$ cat src/rtl/fetch_stage.sv
// Instruction-fetch stage: owns the PC, keeps one request in flight to a variable-latency
// instruction memory and feeds IF/ID. Optional macro FETCH_ALIGN_CHK_EN flags odd redirect targets.
`timescale 1ns/1ps
module fetch_stage #(
   parameter logic [15:0] RESET_PC  = 16'h0000,
   parameter logic [15:0] NOP_INSTR = 16'h0800,
   parameter logic [4:0]  HALT_OPC  = 5'b00000
) (
   input  logic        clk,
   input  logic        rst,
   output logic        imem_req,
   output logic [15:0] imem_addr,
   input  logic        imem_rvalid,
   input  logic [15:0] imem_rdata,
   input  logic        stall_in,
   input  logic        redirect,
   input  logic [15:0] redirect_pc,
   output logic [15:0] instr_out,
   output logic [15:0] pc_next_out,
   output logic        valid_out,
   output logic        halted,
   output logic        err
);

   typedef enum logic [1:0] {
      ST_FETCH  = 2'd0,
      ST_WAIT   = 2'd1,
      ST_HOLD   = 2'd2,
      ST_HALTED = 2'd3
   } state_t;

   state_t      state_r, state_s;
   logic [15:0] pc_r, pc_s;
   logic        squash_r, squash_s;
   logic [15:0] hold_r, hold_s;
   logic [15:0] instr_r, instr_s;
   logic [15:0] pc_next_r, pc_next_s;
   logic        valid_r, valid_s;
   logic        halted_r, halted_s;
   logic        err_r, err_s;
   logic        req_r, req_s;
   logic [15:0] addr_r, addr_s;
   logic        deliver_s;
   logic [15:0] word_s;
   logic [15:0] pc_inc_s;
   logic [15:0] target_s;
   logic        misalign_s;

`ifdef FETCH_ALIGN_CHK_EN
   assign target_s   = {redirect_pc[15:1], 1'b0};
   assign misalign_s = redirect_pc[0];
`else
   assign target_s   = redirect_pc;
   assign misalign_s = 1'b0;
`endif

   assign pc_inc_s = pc_r + 16'd2;

   // Select the word to hand to IF/ID this cycle: a fresh response or the held one
   always_comb begin
      deliver_s = 1'b0;
      word_s    = hold_r;
      case (state_r)
         ST_WAIT: begin
            if (imem_rvalid && !squash_r && !stall_in) begin
               deliver_s = 1'b1;
               word_s    = imem_rdata;
            end else begin
               deliver_s = 1'b0;
            end
         end
         ST_HOLD: begin
            if (!stall_in) begin
               deliver_s = 1'b1;
            end else begin
               deliver_s = 1'b0;
            end
         end
         default: deliver_s = 1'b0;
      endcase
   end

   // Next-state and next-output logic; redirect outranks delivery, which outranks the FSM
   always_comb begin
      state_s   = state_r;
      pc_s      = pc_r;
      squash_s  = squash_r;
      hold_s    = hold_r;
      pc_next_s = pc_next_r;
      halted_s  = halted_r;
      err_s     = err_r;
      req_s     = 1'b0;
      addr_s    = addr_r;
      if (!stall_in) begin
         valid_s = 1'b0;
         instr_s = NOP_INSTR;
      end else begin
         valid_s = valid_r;
         instr_s = instr_r;
      end

      if (redirect) begin
         pc_s     = target_s;
         valid_s  = 1'b0;
         instr_s  = NOP_INSTR;
         halted_s = 1'b0;
         hold_s   = 16'h0000;
         err_s    = err_r | misalign_s;
         // A request still in flight must have its response swallowed later
         if ((state_r == ST_WAIT) && !imem_rvalid) begin
            squash_s = 1'b1;
            state_s  = ST_WAIT;
         end else begin
            squash_s = 1'b0;
            state_s  = ST_FETCH;
         end
      end else if (deliver_s) begin
         instr_s   = word_s;
         pc_next_s = pc_inc_s;
         valid_s   = 1'b1;
         pc_s      = pc_inc_s;
         hold_s    = 16'h0000;
         if (word_s[15:11] == HALT_OPC) begin
            state_s = ST_HALTED;
         end else begin
            req_s   = 1'b1;
            addr_s  = pc_inc_s;
            state_s = ST_WAIT;
         end
      end else begin
         case (state_r)
            ST_FETCH: begin
               if (!stall_in) begin
                  req_s   = 1'b1;
                  addr_s  = pc_r;
                  state_s = ST_WAIT;
               end else begin
                  state_s = ST_FETCH;
               end
            end
            ST_WAIT: begin
               if (imem_rvalid && squash_r) begin
                  squash_s = 1'b0;
                  state_s  = ST_FETCH;
               end else if (imem_rvalid) begin
                  hold_s  = imem_rdata;
                  state_s = ST_HOLD;
               end else begin
                  state_s = ST_WAIT;
               end
            end
            ST_HOLD:   state_s  = ST_HOLD;
            ST_HALTED: halted_s = 1'b1;
            default:   state_s  = ST_FETCH;
         endcase
      end
   end

   // State and output registers
   always_ff @(posedge clk or posedge rst) begin
      if (rst) begin
         state_r   <= ST_FETCH;
         pc_r      <= RESET_PC;
         squash_r  <= 1'b0;
         hold_r    <= 16'h0000;
         instr_r   <= NOP_INSTR;
         pc_next_r <= 16'h0000;
         valid_r   <= 1'b0;
         halted_r  <= 1'b0;
         err_r     <= 1'b0;
         req_r     <= 1'b0;
         addr_r    <= 16'h0000;
      end else begin
         state_r   <= state_s;
         pc_r      <= pc_s;
         squash_r  <= squash_s;
         hold_r    <= hold_s;
         instr_r   <= instr_s;
         pc_next_r <= pc_next_s;
         valid_r   <= valid_s;
         halted_r  <= halted_s;
         err_r     <= err_s;
         req_r     <= req_s;
         addr_r    <= addr_s;
      end
   end

   assign imem_req    = req_r;
   assign imem_addr   = addr_r;
   assign instr_out   = instr_r;
   assign pc_next_out = pc_next_r;
   assign valid_out   = valid_r;
   assign halted      = halted_r;
   assign err         = err_r;

endmodule
$ cat config.mk
export PLATFORM = sky130hd
export DESIGN_NAME = fetch_stage
export DESIGN_NICKNAME = d
export VERILOG_FILES = /design/src/rtl/fetch_stage.sv
export SDC_FILE = /design/constraint.sdc
export NUM_CORES = 1
export LEC_CHECK = 0
export ABC_CLOCK_PERIOD_IN_PS = 2700
export BUFFER_PORTS_ARGS = -buffer_cell sky130_fd_sc_hd__buf_4
export CORE_MARGIN = 2
export CORE_UTILIZATION = 49
export DETAILED_ROUTE_END_ITERATION = 7
export GPL_ROUTABILITY_DRIVEN = 0
export GPL_TIMING_DRIVEN = 1
export PLACE_DENSITY = 0.8
export SYNTH_ARGS = -nofsm -noshare
export SYNTH_HDL_FRONTEND = slang
export SYNTH_SLANG_ARGS = --single-unit
$ cat constraint.sdc
create_clock -name clk -period 2.7 [get_ports clk]
set_clock_uncertainty 0.15 [all_clocks]
set_input_delay 0.54 -clock clk [delete_from_list [all_inputs] [get_ports clk]]
set_output_delay 0.54 -clock clk [all_outputs]
set_load 0.005 [all_outputs]
### Word level (Yosys, flattened, before mapping)

Cells that the tools add are included.

* bits in registers: 86
* bits of input ports: 37
* output and inout bits: 52
* word-level logic and storage cells: 84

* $add $sub $neg: 1
* eq/ne operators: 8
* muxes and demuxes: 42
* bitwise operators: 1
* reduce and logical (&&, ||, !) cells: 22

Operator list (count)
* 16-bit 2-to-1 mux: 16
* 1-bit 2-to-1 mux: 19
* 16-bit by 2-bit adder with 16-bit output (second input constant): 1
* 2-bit 2-to-1 mux: 5
* 2-bit nonzero test: 5
* 2-bit one-hot mux with 3 select lines: 1
* 3-bit AND reduction: 2
* 3-bit nonzero test: 2
* 5-bit zero test: 1
* 5-bit nonzero test: 1
* 2-bit == test (second input constant): 2
* 1-bit logical AND: 4
* 2-bit != test (second input constant): 2
* 2-bit AND reduction: 2
* 4-bit AND reduction: 1
* 1-bit zero test: 3
* 3-bit by 1-bit != test with 1-bit output (second input constant): 1
* 3-bit != test (second input constant): 1
* 2-bit by 1-bit == test with 1-bit output (second input constant): 1
* 2-bit zero test: 1
* 2-bit by 1-bit != test with 1-bit output (second input constant): 1
* 1-bit one-hot mux with 2 select lines: 1
* 1-bit inverter: 1

### Depth between registers and ports, before layout

* depth in word-level cells: 9
* gate-level depth with buffers: 10
* mapped depth without buffers: 8

### Worst setup path before layout

No wires, ideal clock.

* path type: register to register
* start point: register state_r[0]
* end point: register addr_r[0] (netlist: imem_addr[0])
* setup time: 0.125 ns
* arrival time: 2.191 ns
* required time: 2.425 ns
* setup slack: 0.234 ns
* cell stages (with the launch flop): 10
* path buffers: 1
* clock period less this slack: 2.466 ns
* cell sequence: dfrtp_1 -> inv_1 -> ha_1 -> and4b_1 -> o21ai_0 -> nor2_1 -> a21oi_4 -> inv_2 -> buf_6 -> mux2_4

* longest elaborated chain between the ends: 5
* elaborated cells between the ends (all ways): 11
* those cells by class: eq/ne (4); mux (3); reduce/logical (4)

RTL lines
* from (decl): line 32 `state_t state_r, state_s;`
* from (signal assigned): line 174 `state_r <= state_s;`
* 2-bit by 1-bit == test with 1-bit output: line 63 `case (state_r)`
* 16-bit 2-to-1 mux: line 63
* 5-bit zero test: line 123 `if (word_s[15:11] == HALT_OPC) begin`
* 2-bit != test (no line)
* 4-bit AND reduction (no line)
* to (signal assigned): line 184 `addr_r <= addr_s;`
* to (decl): line 42 `logic [15:0] addr_r, addr_s;`

Parallel ways exist; a longest one is shown, timed or not.
A chain may end at the register's enable or synchronous reset.

### Worst setup path after layout

* start point: register state_r[1]
* end point: register addr_r[13] (netlist: imem_addr[13])

The elaborated chain is that of the path after synthesis.

==> impl_metrics.tcl <==
set metrics [dict create \
    run_status "completed" \
    worstMarginPinSlew_ns 0.761 \
    initial_core_util_pct 51.2 \
    core_um2 8300 \
    vias 3510 \
    port_buffers 87 \
    die_w_um 97.1 \
    final_area_um2 5260 \
    netlist_area_um2 4250 \
    crit_fanout 12 \
    antenna_cells 0 \
    rsz0062_at_grt "false" \
    critPathKind "register to register" \
    wl_per_cell_um 16.4 \
    via_per_inst 5.59 \
    die_h_um 97.1 \
    max_freq_mhz 394 \
    grt_max_degree 51 \
    crit_chain "inv_1 -> ha_1 -> nand3b_1 -> a21o_1 -> nor3_2 -> buf_4 -> a21oi_4 -> inv_4 -> mux2_1" \
    ys_ff_latch 86 \
    cts.sinks 86 \
    grtUsageTotal_pct 22.4 \
    grt_pass1_wl_um 17200 \
    setup_tns_ns 0 \
    clk_latency_ns 0.35 \
    avgSynthCellArea_um2 9.74 \
    cp.required_ns 2.78 \
    overflow 0 \
    yosys_warnings 0 \
    r2r_start "state_r[1]" \
    hpwl_um 7460 \
    synth-edff-count 0 \
    wl_um 10300 \
    leakage_nw 2.35 \
    cap_violations 0 \
    row_count 33 \
    design.portCount 89 \
    crit_start "state_r[1]" \
    drt_iter0_drc 240 \
    cts-root-buf "clkbuf_8" \
    placed_area_um2 5030 \
    synth_nets 478 \
    ys_async_sr_fraction_pct 100 \
    postRouteAntennaNets 0 \
    cp_top_family "buffers and inverters" \
    fin_nets 560 \
    yosysSeqAreaShare_pct 50.7 \
    clockBufferDepth 2 \
    crit_slowest_cell "dfrtp_1" \
    antenna_found_initial 0 \
    worstHoldPathType "primary input to asynchronous set/reset pin" \
    synth.distinct_cells 53 \
    startpoint_type "register" \
    period_needed_ns 2.54 \
    power.density_nw_per_um2 762 \
    slew_violations 0 \
    final.period_utilization_pct 93.9 \
    h-tree-depth 3 \
    cts_hold_buf 0 \
    tritoncts "done" \
    place_inst 612 \
    worst_ep_arrival_time_ns 2.62 \
    drc 0 \
    dieArea_um2 9420 \
    critPathBufInv 3 \
    timing.slew.headroom_pct 49.0 \
    synthCells 436 \
    areaGrowthSynthToFinish_pct 23.8 \
    power_w 0.00401 \
    drive_above_1_share_pct 27.0 \
    grt_pass1_vias 3464 \
    ys.flop_type "dfrtp_1" \
    clkTransAtPathRegs_ns 0.09 \
    worstSetupEndpointType "register" \
    hold_viol_final 0 \
    drt-pass1-iter-count 5 \
    max_stage_delay_ns 0.41 \
    stdcell_count 628 \
    cts_made_buffers 9 \
    setup_viol 0 \
    ir_drop_uv 476 \
]
-- sequential cells by signal, indices dropped and copies added (netlist names) --
register and cells:
halted 1, hold_r 16, imem_addr 16, imem_req 1
instr_out 16, pc_next_out 16, pc_r 16, squash_r 1
state_r 2, valid_out 1
-- logic make-up (layout without fill, tap and decap cells) --
kind of cell	count (synthesis)	count (layout)	share of synthesized area (%)
buffers and inverters	44	131	4.45
adders and majority gates	5	5	1.47
xor gates and xnor gates	27	27	5.57
other	1	1	0.0883
muxes	31	31	8.19
AOI/OAI and AO/OA	91	91	12.4
DFF	86	86	50.7
and+or+nand+nor	151	151	17.1
-- worst paths after layout --
check | slack, ns | end | depth (start not counted)
worst max register to register | 0.16 | imem_addr[13] | 9
max in group asynchronous | 1.62 | squash_r | 3
worst min register to register | 0.32 | instr_out[11] | 2
min in group clk | 0.25 | pc_r[2] | 3
worst max-delay path | 0.16 | imem_addr[13] | 9
worst min-delay path | 0.11 | valid_out | 2
-- what timing repair did --
item	CTS	global route
endpoints found under the setup margin	0	11
setup buffers	0	0
resized for setup	0	5
-- cell usage after synthesis, drive strengths merged (3+ instances only) --
master | count | area share, %
o21ai | 49 | 5.8
nand2b | 4 | 0.59
inv | 12 | 1.1
xor2 | 7 | 1.4
ha | 5 | 1.5
nor2 | 13 | 1.2
or4 | 4 | 0.80
dfrtp | 85 | 50
buf | 10 | 1.4
nand2 | 86 | 7.6
nand3 | 6 | 0.71
a21oi | 25 | 3.2
a221o | 3 | 0.71
and3 | 3 | 0.44
mux2i | 16 | 3.8
nor4 | 8 | 1.5
nor3 | 9 | 1.2
mux2 | 15 | 4.4
a211oi | 3 | 0.53
clkbuf | 22 | 1.9
xnor2 | 20 | 4.1
nand4 | 7 | 1.0
-- routing by layer --
| metal | track usage, % | up-vias | part of all wire, % |
|---|---|---|---|
| li1 | - | 1657 | - |
| met1 | 30.7 | 1710 | 42 |
| met2 | 36.5 | 128 | 50 |
| met3 | 4.96 | 15 | 6.6 |
| met4 | 5.53 | 0 | 1.5 |
| met5 | 0 | - | 0 |
-- layout make-up --
cell class                      count  area [µm²]
Clock buffer                       10         138
Clock inverter                      6        71.3
Fill cell                         687        3040
Inverter                           12        51.3
Multi-Input combinational cell    306        1910
Sequential cell                    86        2150
Tap cell                          105         131
Timing Repair Buffer              103         798
-- worst register-to-register path, stage by stage (launching register included) --
cell and delay (ns):
dfrtp_1 0.41, inv_1 0.11, ha_1 0.28, nand3b_1 0.21, a21o_1 0.31, nor3_2 0.19, buf_4 0.16, a21oi_4 0.07
inv_4 0.19, mux2_1 0.35
-- stage by stage --
stage               hold WS, ns  utilization [%]  setup slack [ns]
floorplan                 0.298                -             0.234
global placement          0.309             60.7             0.150
detailed placement        0.308             60.7             0.105
CTS                       0.129             63.2            0.0150
global route              0.149             63.3            0.0168
finish                    0.114             63.3             0.164
-- report_power, final --
group	switching (W)	total [W]	internal (W)
Sequential	0.000223	0.00180	0.00158
Clock	0.000465	0.000923	0.000457
Combinational	0.000608	0.00128	0.000673
Total	0.00130	0.00401	0.00271
-- layout by cell type (no fill, tap or decap), types with 2 or more instances in the layout --
cell type	count
buf_4	101
nand2_1	86
dfrtp_1	85
o21ai_0	43
a21oi_1	24
xnor2_1	20
mux2i_1	16
nor2_1	12
inv_1	10
clkbuf_8	10
nand4_1	7
xor2_1	7
nor3_1	7
mux2_2	7
nand3_1	6
nor4_1	6
o21ai_1	6
mux2_4	5
ha_1	5
nand2b_1	4
and3_1	3
or4_1	3
clkinvlp_4	3
a211oi_1	3
a221o_1	3
mux2_1	3
clkinv_4	3
nor2b_1	2
a21o_1	2
nor3_2	2
a31oi_1	2
or3_1	2
o221a_1	2
buf_12	2
No activity file was read; power rests on OpenSTA's default activity.
